$ cat config.mk
export PLATFORM = sky130hd
export DESIGN_NAME = ag6502_timer_responder
export DESIGN_NICKNAME = d
export VERILOG_FILES = /design/src/rtl/ag6502_timer_pkg.sv /design/src/rtl/ag6502_prescaler.sv /design/src/rtl/ag6502_timer_responder.sv
export SDC_FILE = /design/constraint.sdc
export NUM_CORES = 1
export LEC_CHECK = 0
export ABC_CLOCK_PERIOD_IN_PS = 3300
export CAP_MARGIN = 25
export CORE_MARGIN = 1.5
export CORE_UTILIZATION = 52
export DETAILED_ROUTE_END_ITERATION = 12
export PLACE_DENSITY = 0.84
export SLEW_MARGIN = 5
export SYNTH_ARGS = -nofsm -noshare
export SYNTH_HDL_FRONTEND = slang
export SYNTH_HIERARCHICAL = 1
export SYNTH_SLANG_ARGS = --single-unit
$ cat constraint.sdc
create_clock -name baseclk -period 3.3 [get_ports baseclk]
set_input_delay 0.495 -clock baseclk [delete_from_list [all_inputs] [get_ports baseclk]]
set_output_delay 0.495 -clock baseclk [all_outputs]
set_load 0.05 [all_outputs]
$ cat src/rtl/ag6502_timer_pkg.sv
`default_nettype none
// ============================================================================
//  Module  : ag6502_timer_pkg
//  Brief   : Register offsets, CTRL layout and status packing for the timer.
//  Revision: 1.0 - initial release
// ============================================================================
package ag6502_timer_pkg;

    localparam logic [2:0] c_REG_CNT       = 3'd0;  // rd CNT[7:0]  / wr RELOAD[7:0]
    localparam logic [2:0] c_REG_RELOAD_HI = 3'd1;  // rd SNAP      / wr RELOAD[15:8]
    localparam logic [2:0] c_REG_CTRL      = 3'd2;
    localparam logic [2:0] c_REG_STATUS    = 3'd3;
    localparam logic [2:0] c_REG_PRESC     = 3'd4;

    typedef struct packed {
        logic nmi_en;
        logic irq_en;
        logic oneshot;
        logic en;
    } ctrl_t;

    function automatic logic [7:0] f_status(input logic uf, input ctrl_t ctrl);
        return {uf & ctrl.irq_en, 6'b000000, uf};
    endfunction

endpackage
`default_nettype wire

$ cat src/rtl/ag6502_prescaler.sv
`default_nettype none
// ============================================================================
//  Module  : ag6502_prescaler
//  Brief   : 8-bit down-count divider; one tick every (presc+1) running clocks.
//  Revision: 1.0 - initial release
// ============================================================================
module ag6502_prescaler (
    input  logic       baseclk,
    input  logic       rst,
    input  logic       i_run,
    input  logic       i_restart,
    input  logic [7:0] i_presc,
    output logic       o_tick
);

    logic [7:0] r_count;

    // The count holds while the timer is stopped so a restart defines the phase.
    always_ff @(posedge baseclk or posedge rst) begin
        if (rst) begin
            r_count <= 8'h00;
        end else if (i_restart) begin
            r_count <= i_presc;
        end else if (i_run) begin
            if (r_count == 8'h00) begin
                r_count <= i_presc;
            end else begin
                r_count <= r_count - 8'h01;
            end
        end
    end

    assign o_tick = i_run & ~i_restart & (r_count == 8'h00);

endmodule
`default_nettype wire

$ cat src/rtl/ag6502_timer_responder.sv
`default_nettype none
// ============================================================================
//  Module  : ag6502_timer_responder
//  Brief   : Memory-mapped 16-bit down-counter timer on the ag6502 bus.
//  Revision: 1.0 - initial release
// ============================================================================
module ag6502_timer_responder
    import ag6502_timer_pkg::*;
#(
    parameter logic [15:0] BASE      = 16'hC0F0,
    parameter logic [7:0]  RD_UNUSED = 8'h00
) (
    input  logic        baseclk,
    input  logic        rst,
    input  logic        phi_2,
    input  logic [15:0] ab,
    input  logic        read,
    input  logic [7:0]  db_w,
    output logic [7:0]  db_r,
    output logic        db_oe,
    output logic        irq,
    output logic        nmi
);

    logic        r_phi2_q;
    logic [15:0] r_cnt;
    logic [15:0] r_reload;
    logic [7:0]  r_snap;
    logic [7:0]  r_presc;
    ctrl_t       r_ctrl;
    logic        r_uf;

    logic        w_rise;
    logic        w_fall;
    logic        w_sel;
    logic [2:0]  w_off;
    logic        w_wr;
    logic        w_rd_rise;
    logic        w_rd_fall;
    logic        w_wr_ctrl;
    logic        w_restart;
    logic        w_tick;
    logic        w_en_eff;
    logic        w_oneshot_eff;
    logic        w_count;
    logic        w_uf_set;
    logic        w_uf_clr;
    logic [7:0]  w_rd_data;

    assign w_rise    = phi_2 & ~r_phi2_q;
    assign w_fall    = ~phi_2 & r_phi2_q;
    assign w_sel     = (ab[15:3] == BASE[15:3]);
    assign w_off     = ab[2:0];
    assign w_wr      = w_fall & w_sel & ~read;
    assign w_rd_rise = w_rise & w_sel & read;
    assign w_rd_fall = w_fall & w_sel & read;
    assign w_wr_ctrl = w_wr & (w_off == c_REG_CTRL);
    assign w_restart = w_wr & (w_off == c_REG_RELOAD_HI);

    // A CTRL write landing on a tick clock decides whether that tick counts.
    assign w_en_eff      = w_wr_ctrl ? db_w[0] : r_ctrl.en;
    assign w_oneshot_eff = w_wr_ctrl ? db_w[1] : r_ctrl.oneshot;
    assign w_count       = w_tick & w_en_eff;
    assign w_uf_set      = w_count & (r_cnt == 16'h0000);
    assign w_uf_clr      = w_rd_fall & (w_off == c_REG_STATUS);

    ag6502_prescaler u_prescaler (
        .baseclk   (baseclk),
        .rst       (rst),
        .i_run     (r_ctrl.en),
        .i_restart (w_restart),
        .i_presc   (r_presc),
        .o_tick    (w_tick)
    );

    always_comb begin
        w_rd_data = RD_UNUSED;
        case (w_off)
            c_REG_CNT:       w_rd_data = r_cnt[7:0];
            c_REG_RELOAD_HI: w_rd_data = r_snap;
            c_REG_CTRL:      w_rd_data = {4'b0000, r_ctrl};
            c_REG_STATUS:    w_rd_data = f_status(r_uf, r_ctrl);
            c_REG_PRESC:     w_rd_data = r_presc;
            default:         w_rd_data = RD_UNUSED;
        endcase
    end

    always_ff @(posedge baseclk or posedge rst) begin
        if (rst) begin
            r_phi2_q <= 1'b0;
            db_r     <= 8'h00;
            db_oe    <= 1'b0;
        end else begin
            r_phi2_q <= phi_2;
            if (w_rd_rise) begin
                db_r  <= w_rd_data;
                db_oe <= 1'b1;
            end else if (w_fall) begin
                db_oe <= 1'b0;
            end
        end
    end

    // Register file and counter; later assignments carry the higher priority.
    always_ff @(posedge baseclk or posedge rst) begin
        if (rst) begin
            r_cnt    <= 16'hFFFF;
            r_reload <= 16'hFFFF;
            r_snap   <= 8'h00;
            r_presc  <= 8'h00;
            r_ctrl   <= '0;
            r_uf     <= 1'b0;
        end else begin
            if (w_wr_ctrl) begin
                r_ctrl <= ctrl_t'(db_w[3:0]);
            end
            if (w_wr && (w_off == c_REG_PRESC)) begin
                r_presc <= db_w;
            end
            if (w_wr && (w_off == c_REG_CNT)) begin
                r_reload[7:0] <= db_w;
            end
            if (w_rd_rise && (w_off == c_REG_CNT)) begin
                r_snap <= r_cnt[15:8];
            end

            if (w_restart) begin
                r_reload[15:8] <= db_w;
                r_cnt          <= {db_w, r_reload[7:0]};
            end else if (w_uf_set) begin
                r_cnt <= r_reload;
                if (w_oneshot_eff) begin
                    r_ctrl.en <= 1'b0;
                end
            end else if (w_count) begin
                r_cnt <= r_cnt - 16'h0001;
            end

            if (w_restart) begin
                r_uf <= 1'b0;
            end else if (w_uf_set) begin
                r_uf <= 1'b1;
            end else if (w_uf_clr) begin
                r_uf <= 1'b0;
            end
        end
    end

    always_ff @(posedge baseclk or posedge rst) begin
        if (rst) begin
            irq <= 1'b1;
            nmi <= 1'b1;
        end else begin
            irq <= ~(r_uf & r_ctrl.irq_en);
            nmi <= ~(r_uf & r_ctrl.nmi_en);
        end
    end

endmodule
`default_nettype wire

==> results.toml <==
[sta]
fmax_mhz = 316
slew_headroom_pct = 55.4
fin_tns_setup_ns = 0
slew_viol_final = 0
fin_skew_ns = 0.0112
fin_crit_sh_pct = 95.7
hold_viol_final = 0
worstMarginPinSlew_ns = 0.662
period_minus_slack_ns = 3.16
holdWs_ns = 0.446
setup-violations-final = 0

[final_layout]
final-seq-area_um2 = 1870
multiInputGateArea_um2 = 2180
areaGrowthSynthToFinish_pct = 22.2
fillers = 598
nNetsFinal = 523
antennaDiodeCount = 0
final_layout_size_suffix_gt1_share_pct = 25.6

[routing]
dr.pass1.iters = 5
postRouteAntennaNets = 0
totalWireLength_um = 11400
via_per_inst = 6.25
routed-via-count = 3737
drc = 0
first_iter_violations = 296
routedWlPerCell_um = 19.0

[pwr]
powerDensity_nw_per_um2 = 375
vdd_drop_max_uv = 263
p_sw_uw = 439
combPwrFrac_pct = 7.3
internal-power_mw = 1.47
pwr-share-seq_pct = 47.8
power.share.clock_pct = 44.9
leakage_nw = 2.14
p_sw_share_pct = 23.0

[setup_path]
crit_arrival_ns = 3.43
path_buf_inv = 2
path_delay_family = "simple AND/OR/NAND/NOR gates"
crit_slowest_cell = "or4_1"
cp_max_fo = 4
end_kind = "flop"
max_stage_delay_ns = 0.52
cp-start-kind = "primary input"
cp_cell_sequence = "clkdlybuf4s50_1 > or3b_1 > or2_4 > or4_1 > inv_2 > nor3b_4 > nor4bb_2 > and4_1 > nand4_1 > o21ai_1 > o31a_1 > a22oi_1"
path_class = "in2reg"
cp.required_ns = 3.57

[clock_network]
clk_latency_ns = 0.36
ctsHoldBuffers = 0
cts_buffers = 9
cts.path.max_buffers = 2
clock_sinks = 73
ctsRootBufferMaster = "clkbuf_8"
htree_levels = 3
post_cts_buffers = 0
cts_tree = "done"
clkTransAtPathRegs_ns = 0.08

[global_routing]
antenna_found_initial = 0
grt_usage_pct = 27.7
grt_max_degree = 30
top_usage_layer = "met2"
gr-total-overflow = 0
globalRouteMet2Util_pct = 44.8
use_met3_pct = 6.49
met1_usage_pct = 35.9
grt_pass1_wl_um = 18200
grt_pass1_vias = 3635

[synth]
synth_seq_cells = 73
synth.yosys.seq_area_share_pct = 44.9
synth.net_count = 466
synthArstFlopShare_pct = 100
syn_inst = 434
yosys_most_used_dff = "dfrtp_1"
yosysWarnings = 6
syn_area_um2 = 4160
synth_edf_count = 0
syn_area_per_cell_um2 = 9.59
synth_cell_types = 67

[floorplan]
die_h_um = 92.5
dieWidth_um = 92.5
rows = 32
core-area_um2 = 7730
initial_core_util_pct = 53.9
io-pin-count = 39
die_area_um2 = 8550

[placed_design]
dp_hpwl_um = 8280
globalplace.congestion = 0.971
io_buffers = 38

[min_path]
hold_class = "in2async"

[outcome]
status = "finished clean"

[run]
maxCapViolations = 0
## through the flow
stage	total power [mW]	area, um^2	setup WS, ns	std cells	util [%]
after floorplan	0.987	4170	0.00469	434	-
after global placement	1.06	4820	-0.0563	582	62.4
after detailed placement	1.07	4820	-0.130	582	62.4
after CTS	1.92	5060	0.0962	598	65.5
after global routing	1.98	5090	-0.0319	598	65.9
final	1.91	5090	0.140	598	65.9
## cells by family (layout without fill, tap and decap cells)
group           after synthesis  in the layout  synth area share [%]
simple gates                186            186                  24.1
mux                          38             38                  9.95
xor+xnor                      6              6                  1.26
fa+ha+maj                     4              4                  1.20
compound gates               90             90                  15.0
flops                        73             73                  44.9
buf+inv                      37             99                  3.64
## flip-flops by register name, summed over array words and instances, names as in the netlist, 4 cells and up
register and flops:
r_ctrl 4, r_cnt 16, r_reload 16, r_snap 8, db_r 8, r_presc 8, u_prescaler/r_count 8
## power by group through the flow
stage	clock network [mW]	registers, mW	logic, mW
2_1_floorplan	0	0.926	0.0614
6_report	0.858	0.913	0.140
4_1_cts	0.867	0.913	0.138
3_5_place_dp	0	0.928	0.138
5_1_grt	0.909	0.914	0.154
3_3_place_gp	0	0.928	0.131
## repair_timing
item,in CTS,in global routing
hold endpoints to repair,0,0
resized for setup,0,4
setup endpoints to repair,0,16
## area by class of cell
cell class	count	share of cell area (%)
clock buffer	9	2.43
sequential	73	36.7
tap	102	2.51
inverter	15	1.11
clock inverter	7	2.31
timing repair buffer	68	12.1
multi-input combinational	324	42.8
## worst paths after layout
check	cells after the start	start	end	slack (ns)
setup / recovery	12	phi_2	r_cnt[1]$_DFFE_PP1P_	0.14
hold / removal	2	rst	u_prescaler/r_count[0]$_DFFE_PP0P_	0.45
setup reg to reg	11	u_prescaler/r_count[0]$_DFFE_PP0P_	r_cnt[0]$_DFFE_PP1P_	0.23
hold reg to reg	1	r_ctrl[3]$_DFFE_PP0N_	nmi$_DFF_PP1_	0.45
max in group asynchronous	3	rst	r_cnt[10]$_DFFE_PP1P_	1.98
min in group baseclk	1	r_ctrl[3]$_DFFE_PP0N_	nmi$_DFF_PP1_	0.45
## cell usage in the layout, fill, tap and decap left out, drive strengths merged, types with 14 or more instances in the layout
master         instances
a21oi                 15
buf                   30
clkdlybuf4s50         38
dfrtp                 39
dfstp                 34
inv                   16
mux2                  24
mux2i                 14
nand2                 69
nand3                 15
nor2                  33
o21ai                 21
## cell usage after synthesis (5+ instances only)
master	count	area (um^2)
a21oi_1	15	75.1
a22oi_1	5	37.5
a31oi_1	6	37.5
clkbuf_1	15	56.3
dfrtp_1	39	976
dfstp_2	34	893
inv_1	14	52.6
mux2_2	23	259
mux2i_1	14	140
nand2_1	69	259
nand3_1	15	75.1
nor2_1	33	124
nor2b_1	5	31.3
nor3_1	8	40.0
nor4_1	7	43.8
o211ai_1	12	90.1
o21ai_0	19	95.1
or4_1	5	37.5
xnor2_1	5	43.8
## layer usage
metal / vias to the layer above / wire length, um
met5: - / 0
met4: 0 / 352
met3: 39 / 799
met2: 192 / 5410
met1: 1816 / 4790
li1: 1690 / -
Note: power is estimated with default switching activity, not from simulation.
